<file path="src/rtl/neuron_mac_acc.sv">
// Neuron multiply-accumulate front end: streams (activation, weight) beats into a
// saturating Q10.12 accumulator seeded with a bias, then presents the sum downstream.
module neuron_mac_acc #(
   parameter int N_INPUTS = 784,
   parameter int ACC_W    = 22,
   parameter int CNT_W    = 10
) (
   input  logic              clk,
   input  logic              rst_n,
   input  logic              start,
   input  logic [15:0]       bias,
   input  logic              in_valid,
   output logic              in_ready,
   input  logic [7:0]        act_in,
   input  logic [7:0]        weight_in,
   output logic [ACC_W-1:0]  acc_out,
   output logic              out_valid,
   input  logic              out_ready,
   output logic              busy,
   output logic              sat
);

   typedef enum logic [1:0] {S_IDLE, S_ACCUM, S_DONE} state_t;

   localparam logic [CNT_W-1:0] N_LAST = CNT_W'(N_INPUTS);

   state_t                   state_q, state_d;
   logic [CNT_W-1:0]         count_q, count_d;
   logic signed [15:0]       prod_p1_q, prod_p1_d;
   logic                     vld_p1_q, vld_p1_d;
   logic signed [ACC_W-1:0]  acc_p2_q, acc_p2_d;
   logic                     sat_q, sat_d;
   logic                     out_valid_q, out_valid_d;

   logic                     in_ready_c, busy_c, count_full, accept, run_start;
   logic signed [15:0]       act_s, weight_s, prod_full;
   logic signed [ACC_W:0]    sum_p2;

   // One guard bit above the accumulator: overflow shows up as the top two bits differing.
   function automatic logic signed [ACC_W-1:0] sat22(input logic signed [ACC_W:0] s);
      if (s[ACC_W] != s[ACC_W-1])
         return s[ACC_W] ? {1'b1, {(ACC_W-1){1'b0}}} : {1'b0, {(ACC_W-1){1'b1}}};
      return s[ACC_W-1:0];
   endfunction

   function automatic logic clamps(input logic signed [ACC_W:0] s);
      return s[ACC_W] != s[ACC_W-1];
   endfunction

   always_ff @(posedge clk or negedge rst_n) begin
      if (!rst_n) state_q <= S_IDLE;
      else        state_q <= state_d;
   end

   always_comb begin
      state_d = state_q;
      case (state_q)
         S_IDLE:  if (start)                   state_d = S_ACCUM;
         S_ACCUM: if (vld_p1_q && count_full)  state_d = S_DONE;
         S_DONE:  if (out_valid_q && out_ready) state_d = S_IDLE;
         default:                              state_d = S_IDLE;
      endcase
   end

   always_comb begin
      count_full = (count_q == N_LAST);
      in_ready_c = (state_q == S_ACCUM) && !count_full;
      busy_c     = (state_q != S_IDLE);
   end

   always_comb begin
      run_start = (state_q == S_IDLE) && start;
      accept    = in_valid && in_ready_c;

      // Stage 0 -> 1: unsigned activation widened with a zero MSB before the signed multiply.
      act_s     = {8'd0, act_in};
      weight_s  = {{8{weight_in[7]}}, weight_in};
      prod_full = act_s * weight_s;
      prod_p1_d = accept ? prod_full : prod_p1_q;
      vld_p1_d  = accept;

      count_d = count_q;
      if (run_start)   count_d = '0;
      else if (accept) count_d = count_q + CNT_W'(1);

      // Stage 1 -> 2: saturating accumulate of the registered product.
      sum_p2   = {acc_p2_q[ACC_W-1], acc_p2_q} + {{(ACC_W-15){prod_p1_q[15]}}, prod_p1_q};
      acc_p2_d = acc_p2_q;
      sat_d    = sat_q;
      if (run_start) begin
         acc_p2_d = {{(ACC_W-16){bias[15]}}, bias};
         sat_d    = 1'b0;
      end else if (vld_p1_q) begin
         acc_p2_d = sat22(sum_p2);
         if (clamps(sum_p2)) sat_d = 1'b1;
      end

      // Output valid is registered one cycle after DONE is entered and drops on the handshake edge.
      out_valid_d = (state_q == S_DONE) && !(out_valid_q && out_ready);
   end

   always_ff @(posedge clk or negedge rst_n) begin
      if (!rst_n) begin
         count_q     <= '0;
         prod_p1_q   <= '0;
         vld_p1_q    <= 1'b0;
         acc_p2_q    <= '0;
         sat_q       <= 1'b0;
         out_valid_q <= 1'b0;
      end else begin
         count_q     <= count_d;
         prod_p1_q   <= prod_p1_d;
         vld_p1_q    <= vld_p1_d;
         acc_p2_q    <= acc_p2_d;
         sat_q       <= sat_d;
         out_valid_q <= out_valid_d;
      end
   end

   assign in_ready  = in_ready_c;
   assign busy      = busy_c;
   assign acc_out   = acc_p2_q;
   assign out_valid = out_valid_q;
   assign sat       = sat_q;

endmodule

</file>
<file path="config.mk">
export PLATFORM = sky130hd
export DESIGN_NAME = neuron_mac_acc
export DESIGN_NICKNAME = d
export VERILOG_FILES = /design/src/rtl/neuron_mac_acc.sv
export SDC_FILE = /design/constraint.sdc
export NUM_CORES = 1
export LEC_CHECK = 0
export CELL_PAD_IN_SITES_DETAIL_PLACEMENT = 1
export CELL_PAD_IN_SITES_GLOBAL_PLACEMENT = 2
export CORE_UTILIZATION = 32
export DETAILED_ROUTE_END_ITERATION = 8
export MAX_ROUTING_LAYER = met4
export PLACE_DENSITY_LB_ADDON = 0.1
export SLEW_MARGIN = 25
export SYNTH_ARGS = -nofsm -noshare
export SYNTH_HDL_FRONTEND = slang
export SYNTH_SLANG_ARGS = --single-unit
</file>
<file path="constraint.sdc">
create_clock -name clk -period 2.35 [get_ports clk]
set_input_delay 0.235 -clock clk [delete_from_list [all_inputs] [get_ports clk]]
set_output_delay 0.235 -clock clk [all_outputs]
set_load 0.02 [all_outputs]
</file>
==> Word-level counts from Yosys, hierarchy flattened <==
Index checks and enable logic that the tools add are counted.
Widths: inputs -> output; s select.
{ "word_totals": {"ff_bits": 53, "latch_bits": 0, "ram_bits": 0, "rom_bits": 0, "word_cells": 49, "n_memories": 0} }
{ "classes": {"add_sub_neg": 2, "multipliers": 1, "div_mod_pow": 0, "order_cmp": 0, "n_eq_ne": 7, "shift": 0, "mux": 17, "bitwise": 0, "n_reduce_logical": 15} }
{ "op_table": {"columns": ["op", "n"], "rows": [
  ["$mux 22", 5],
  ["$add 22x16->23", 1],
  ["$mux 10", 2],
  ["$mul 9x8->16", 1],
  ["$add 10x1->10 const B", 1],
  ["$eq 10x10->1 const B", 1],
  ["$reduce_bool 2->1", 4],
  ["$logic_and 1x1->1", 6],
  ["$mux 1", 6],
  ["$mux 2", 3],
  ["$pmux 2 s3", 1],
  ["$ne 2x2->1 const B", 2],
  ["$reduce_and 3->1", 1],
  ["$eq 2x1->1 const B", 1],
  ["$eq 2x2->1 const B", 1],
  ["$logic_not 1->1", 2],
  ["$logic_not 2->1", 1],
  ["$ne 2x1->1 const B", 1],
  ["$reduce_and 2->1", 1],
  ["$ne 1x1->1", 1]
]} }

==> Logic depth before layout (Yosys ltp) <==
Gate-level depths: netlist (run 1).
{ "depth": {"word_depth": 8, "mapped_depth": 20} }

==> Worst setup path before layout (run 1) <==
OpenSTA, ideal clock, no wires.
{ "synth_path": {"path_type": "input -> register", "from": "in act_in[0]", "to": "reg prod_p1_q[14]", "arrival_ns": 4.103, "path_slack_ns": -1.872, "path_stages": 16, "n_path_buf": 0, "path_cell_list": "nand2b_1 > fa_1 > fa_1 > inv_1 > fa_1 > inv_1 > fa_1 > inv_1 > ha_1 > o21ai_1 > a21boi_1 > o21ai_0 > a21boi_1 > o211a_1 > or3_1 > a31o_1"} }
{ "synth_between": {"elab_chain_len": 1} }
{ "synth_lines": {"columns": ["element", "line", "source"], "rows": [
  ["from (decl)", "14", "input logic [7:0] act_in,"],
  ["$mul 9x8->16", "78", "prod_full = act_s * weight_s;"],
  ["to (signal assigned)", "112", "prod_p1_q <= prod_p1_d;"],
  ["to (decl)", "29", "logic signed [15:0] prod_p1_q, prod_p1_d;"]
]} }
Every way passes these cells.
A chain may end at the register's enable or synchronous reset.

==> Final worst setup path (run 1) <==
{ "layout_path": {"from": "in weight_in[7]", "to": "reg prod_p1_q[14]"} }
{ "layout_between": {"elab_chain_len": 1} }
{ "layout_lines": {"columns": ["element", "line", "source"], "rows": [
  ["from (decl)", "15", "input logic [7:0] weight_in,"],
  ["$mul 9x8->16", "78", null]
]} }
Every way passes these cells.

==> results of run 1 <==
## area by class of cell
type                    count  area, um2
fillers                  1991       8582
multi-input cells         529       4700
repair buffers            239       2039
flip-flops and latches     53       1330
well taps                 225      281.5
inverters                  72      274.0
clock buffers               5      125.1
clock inverters             3      25.02
## cells by family (layout without fill, tap and decap cells)
kind of cell / count (synthesis) / after routing / share of synthesized area (%)
AOI/OAI and AO/OA: 151 / 151 / 16.37
buffers and inverters: 85 / 319 / 6.013
DFF: 53 / 53 / 23.26
xor gates and xnor gates: 28 / 28 / 4.301
and+or+nand+nor: 246 / 247 / 22.49
muxes: 1 / 1 / 0.1756
adders and majority gates: 102 / 102 / 27.39
## through the flow
stage | util (%) | TNS (ps) | cell area, um2
after CTS | 48.11 | -20540 | 8351
after detailed placement | 45.05 | -38290 | 7819
after floorplan | - | -13810 | 5893
after global placement | 45.05 | -36720 | 7819
final | 50.56 | -19850 | 8775
after global routing | 50.56 | -23530 | 8775
## placed cells by master (no fill, tap or decap), types with 4 or more instances in the layout
| cell | synthesis | layout |
|---|---|---|
| and2_4 | 0 | 10 |
| a21oi_2 | 10 | 26 |
| nand2b_1 | 13 | 11 |
| o21ai_2 | 1 | 5 |
| xnor2_1 | 16 | 15 |
| fa_2 | 0 | 5 |
| ha_4 | 0 | 16 |
| nor3_1 | 6 | 5 |
| inv_1 | 71 | 53 |
| nand2_2 | 0 | 8 |
| buf_4 | 0 | 158 |
| a21oi_1 | 45 | 26 |
| dfrtp_1 | 53 | 50 |
| and3_1 | 6 | 6 |
| nand4_1 | 6 | 6 |
| nor3b_1 | 6 | 6 |
| and2_1 | 44 | 34 |
| nand3b_1 | 4 | 4 |
| nor2_1 | 36 | 32 |
| ha_1 | 64 | 46 |
| nand3_1 | 11 | 10 |
| buf_2 | 1 | 6 |
| or3_1 | 17 | 17 |
| buf_8 | 0 | 5 |
| o21ai_4 | 0 | 4 |
| clkbuf_16 | 0 | 5 |
| inv_2 | 1 | 18 |
| nand2_1 | 81 | 68 |
| nand2_4 | 0 | 4 |
| xor2_1 | 12 | 11 |
| o21ai_1 | 14 | 19 |
| clkdlybuf4s50_1 | 0 | 45 |
| buf_6 | 3 | 22 |
| o21ai_0 | 43 | 30 |
| fa_1 | 38 | 33 |
## worst reg2reg max path, cell delays in order (launching register included)
cell and delay (ps):
dfrtp_2 510, buf_6 160, ha_4 230, and3_4 180
and3_4 180, or4_4 490, o31ai_4 240, nor3_4 80
buf_6 160, buf_12 140, a21oi_4 180, a21oi_2 80
## sequential cells by signal, summed over array words and instances (netlist names)
name / count
acc_out: 22
count_q: 10
out_valid: 1
prod_p1_q: 16
sat: 1
state_q: 2
vld_p1_q: 1
## how the worst max path moves through the flow
stage,start,endpoint,slack [ps],cells after the start
2_1_floorplan,weight_in[7],prod_p1_q[14]$_DFFE_PN0P_,-1630,15
3_3_place_gp,act_in[3],prod_p1_q[14]$_DFFE_PN0P_,-2430,16
3_5_place_dp,act_in[3],prod_p1_q[14]$_DFFE_PN0P_,-2510,16
4_1_cts,weight_in[7],prod_p1_q[14]$_DFFE_PN0P_,-1530,18
5_1_grt,weight_in[7],prod_p1_q[14]$_DFFE_PN0P_,-1710,18
6_report,weight_in[7],prod_p1_q[14]$_DFFE_PN0P_,-1530,18
## synth_stat cells, drive strengths merged, types with 8 or more instances
master / instances
a21oi: 55
inv: 72
o21ai: 58
and3: 8
nand2: 81
ha: 64
or3: 17
xnor2: 16
nand3: 11
nand2b: 13
dfrtp: 53
nor3: 8
and2: 44
fa: 38
nor2: 37
xor2: 12
clkbuf: 9
## power by group
part	leakage, uW	internal (uW)	switching (uW)	total, uW
clock	0.0000708	405	392	797
sequential	0.000635	1300	367	1660
combinational	0.00337	5690	5550	11200
## repair_timing
action                                  in CTS  in global routing
gates resized for setup                    153                 76
hold buffers                                 1                  0
endpoints found under the setup margin      36                 35
pin swaps                                   54                 56
gates cloned                                 2                  0
buffers inserted                            17                 19
hold endpoints to repair                    20                  0
## routing by layer
layer  track usage (%)  up-vias
met3             1.609       10
met2             39.49       58
met1             26.76     2685
met5                 -        -
li1                  -     2719
met4             3.808        0
==> metrics.md, run 1 <==
| Metric | Value |
|---|---|
| Syn nets | `805` |
| Slowest stage cell, crit path | `fa_1` |
| Wire length on met3 | `309 um` |
| Peak VDD IR | `780.3 uV` |
| Failing checks | `negative setup slack` |
| Final #Nets | `1039` |
| Distinct cells, synth | `57` |
| CTS Root Cell | `clkbuf_16` |
| Maxcap violations | `0` |
| Clock buffer count from CTS | `5` |
| Period minus WS final | `3875 ps` |
| PnR worst setup slack | `-1525 ps` |
| Ys Warns | `0` |
| Final hold viol count | `0` |
| WL final | `18910 um` |
| Final Cycle Share | `164.9%` |
| Hold_sp | `weight_in[0]` |
| Final Max Tran Viols | `0` |
| Cell family with most CP delay | `adder cells` |
| Clock transition at path regs | `80 ps` |
| Relative slew slack | `62.24%` |
| Dpl cells | `1085` |
| P_leak | `0.004078 uW` |
| Critical Path, Cell by Cell | `buf_8 -> clkinvlp_4 -> buf_4 -> fa_1 -> fa_1 -> inv_2 -> fa_1 -> inv_2 -> fa_1 -> inv_2 -> ha_4 -> o21ai_4 -> a21boi_2 -> o21ai_2 -> a21boi_2 -> o211a_1 -> or3_1 -> a31o_1` |
| Detailed placement HPWL | `14970 um` |
| Buf/Inv on CP | `6` |
| Async SR Flop Fraction | `100.0%` |
| # clock sinks | `53` |
| Drt drc | `0` |
| CP max stage delay | `520 ps` |
| Worst R2R Start | `prod_p1_q[15]$_DFFE_PN0P_` |
| DIE AREA | `18360 um2` |
| H-tree depth | `2` |
| Ratio of cells with drive above 1 in the final layout | `38.51%` |
| Worst Hold End | `prod_p1_q[0]$_DFFE_PN0P_` |
| CTS tree | `yes` |
| Met2 routed WL | `9945 um` |
| Vias in the first global route | `6020` |
| Avg WL per Cell | `16.79 um` |
| Row cnt | `48` |
| Initial Util | `32.85%` |
| Tot GR Track Use | `21.84%` |
| CP Data Arrival Time | `4070 ps` |
| Port-buffer cells | `62` |
| M1 wire length | `8486 um` |
| Worst skew pair latency | `300 ps` |
| Status | `finished with violations` |
| Routed Antenna Nets | `0` |
| Most frequent CP cell | `fa_1` |
| Longest Clk Path Bufs | `2` |
| Max frequency | `0.2581 GHz` |
| DIE HEIGHT | `135.5 um` |
| RSZ-0062 raised after global routing | `yes` |
| Post-synth EDFFs | `0` |
| Yosys top cell by area | `dfrtp_1` |
| Crit Path Category | `primary input to flip-flop` |
| Worst-path maximum fanout | `4` |
| Die W | `135.5 um` |
| Via count | `5472` |
| GPL Wtd Cong | `0.9026` |
| Critical Path Sink Type | `flip-flop` |
| Register area share after synthesis | `23.26%` |
| R2R cell count | `11` |
| Min-Delay Path Class | `primary input to flip-flop` |
| Synthesized area per cell | `8.561 um2` |
| Synth Flop Type | `dfrtp_1` |
| #FFs+latches synth | `53` |
| Pwr/cell area | `1561 nW/um2` |
| Reg-to-reg setup timing slack | `-400 ps` |
| WHS | `357.1 ps` |
| Clk_skew | `8.925 ps` |
| Grt ovf | `0` |
| First-pass GRT wire length | `30570 um` |
| Synth Instances | `666` |
| Antenna diodes | `0` |
| Initial antenna violation count | `0` |
| CP Launch Type | `primary input` |
| Core area | `17360 um2` |
| Vias per cell | `4.860` |
| Synthesis-to-layout area growth | `53.90%` |
| FF-to-FF End | `acc_out[16]$_DFFE_PN0P_` |
| Worst path required time | `2540 ps` |
| Share of Yosys cell area claimed by the top area cell type | `23.26%` |
| Max Used Layer | `met4` |
| Final cell count without fillers | `1126` |
| Overall Power | `13690 uW` |
| Ports | `63` |
| Cell Area, Synth | `5702 um2` |
| Pin count of the biggest net entering global routing | `34` |
| Initial DRC Count | `132` |
| Worst-margin pin slew | `566.5 ps` |
| Detailed Routing Iterations Pass 1 | `4` |
| Worst hold path depth | `4` |
| Synth top area cells | `dfrtp_1, ha_1, fa_1` |
| Setup violations, final | `34` |
| Dpl ws | `-2506 ps` |
Note: power is estimated with default switching activity, not from simulation.
==> run 2: changes to the inputs <==
SLEW_MARGIN = 30   (was 25)
==> results of run 2 <==
No change in the layout: final DEF, timing and power equal those of run 1.
==> variant (settings of run 1) <==
`ACC_W`: 22 -> 24.
--- a/src/rtl/neuron_mac_acc.sv
+++ b/src/rtl/neuron_mac_acc.sv
@@ -2,7 +2,7 @@
 // saturating Q10.12 accumulator seeded with a bias, then presents the sum downstream.
 module neuron_mac_acc #(
    parameter int N_INPUTS = 784,
-   parameter int ACC_W    = 22,
+   parameter int ACC_W    = 24,
    parameter int CNT_W    = 10
 ) (
    input  logic              clk,
Interface: changed (resized acc_out); port bits go from 63 to 65. The function was not compared with the original's and may differ.
==> variant against run 1 <==
- the run still ends with negative setup slack left
- core utilization increased by 0.17 points
- combinational power grew 4%
- critical path depth decreased by 2
- setup slack improved by 170 ps
- routed wire length increased by 1.7%
- highest routed layer unchanged
- area after synthesis grew 3.7%
- final area increased by 4.2%
- cell count increased by 0.53%
- count of clock-buffer cells in the layout stayed put
- sequential cell count grew 2
- total power grew 5.4%
==> variant: results (changes against run 1) <==
stage;metric;value;unit;change
grt;pin count of the biggest net entering global routing;30;;was 34
placement;worst slack after detailed placement;-2380;ps;was -2510 ps
outcome;failing checks;negative setup slack;;unchanged
timing;Worst Hold Margin;324;ps;was 357 ps
routing;number of vias per cell after detailed routing;4.95;;was 4.86
floorplan;Die ar.;0.0190;mm^2;was 0.0184 mm^2
timing;setup total negative slack;-18250;ps;was -19850 ps
routing;final routed wirelength across all metal layers;19.2;mm;was 18.9 mm
layout;number of flip-flops under the largest register name;24;;was 22
timing;final-report setup violation count;37;;was 34
routing;wl on met1;8.36;mm;was 8.49 mm
setup_path;Critical Path Source;weight_in[4];;was weight_in[7]
placement;count of input and output buffers;64;;was 62
power;Max rail drop VDD;0.824;mV;was 0.780 mV
placement;placer congestion estimate;0.936;;was 0.903
routing;Detail Route met2 WL;10.2;mm;was 9.95 mm
grt;number of global-route vias before repair;6265;;was 6020
placement;Post-DP HPWL;14.5;mm;was 15.0 mm
setup_path;r2r setup slk;-320;ps;was -400 ps
yosys;syn_nets;825;;was 805
routing;violation count after the first detailed-routing iteration;214;;was 132
setup_path;Worst Path Max Fanout;6;;was 4
outcome;run status;complete, but fails checks;;unchanged
layout;final-stage net count;1043;;was 1039
setup_path;critical register-to-register path endpoint;acc_out[12];;was acc_out[16]
timing;transition at the pin with the smallest max-transition slack;569;ps;was 566 ps
setup_path;worst flop-to-flop path startpoint;prod_p1_q[5];;was prod_p1_q[15]
timing;minimum setup slack in the final design;-1360;ps;was -1530 ps
placement;placement-stage cell area;0.00797;mm^2;was 0.00782 mm^2
clock_network;buffer count from post-CTS setup fixing;32;;was 17
setup_path;arrival time worst endpoint;3900;ps;was 4070 ps
placement;Placed Cells;1081;;was 1085
grt;global routing usage summed across all routing layers;21.1;%;was 21.8%
yosys;leading post-synthesis cells by cell area;sky130_fd_sc_hd__dfrtp_1 (23%), sky130_fd_sc_hd__ha_1 (14%), sky130_fd_sc_hd__fa_1 (13%);;unchanged
## variant: changes by cell type after synthesis, sizes merged, moves of 4 or more
cell    before  now
inv         72   78
or3         17   23
a21o         2    7
a21oi       55   50
clkbuf       9   14
nor3b        6    1
and3         8    4
nor2        37   33
nor2b        5    1
o211ai       3    7
## variant: final cells by class
class	count	area [um^2]
multi-input cells	534	4930
well taps	229	287
clock inverters	3	47.5
repair buffers	228	2070
fillers	2056	8880
clock buffers	5	125
flip-flops and latches	55	1380
inverters	78	297
## variant: critical path, stage by stage
cell and delay, ps:
sky130_fd_sc_hd__buf_6 110, sky130_fd_sc_hd__buf_6 120, sky130_fd_sc_hd__and2_4 130, sky130_fd_sc_hd__fa_1 500, sky130_fd_sc_hd__fa_1 500, sky130_fd_sc_hd__fa_1 510
sky130_fd_sc_hd__inv_2 40, sky130_fd_sc_hd__fa_1 490, sky130_fd_sc_hd__inv_1 40, sky130_fd_sc_hd__ha_2 170, sky130_fd_sc_hd__or3_1 370, sky130_fd_sc_hd__o211a_1 140
sky130_fd_sc_hd__a41oi_2 190, sky130_fd_sc_hd__nand2b_1 90, sky130_fd_sc_hd__xnor2_1 170, sky130_fd_sc_hd__o21ai_1 80
## variant: where the power goes
group	internal [mW]	total, mW	switching [mW]
combinational	6.03	11.7	5.71
sequential	1.36	1.79	0.430
clock	0.510	0.907	0.397
total	7.90	14.4	6.54
## variant: cell families after synthesis
kind of cell | Yosys count | share of synthesized area (%)
compound gates | 161 | 18.5
flops | 55 | 23.3
buf+inv | 96 | 6.50
fa+ha+maj | 104 | 26.8
xor+xnor | 30 | 4.44
simple gates | 236 | 20.0
mux | 2 | 0.423
## variant: layer usage
layer  vias to the layer above  track usage [%]
li1                       2755                -
met1                      2760             24.3
met2                        66             38.9
met3                        21             2.27
met4                         0             5.13
met5                         -                -
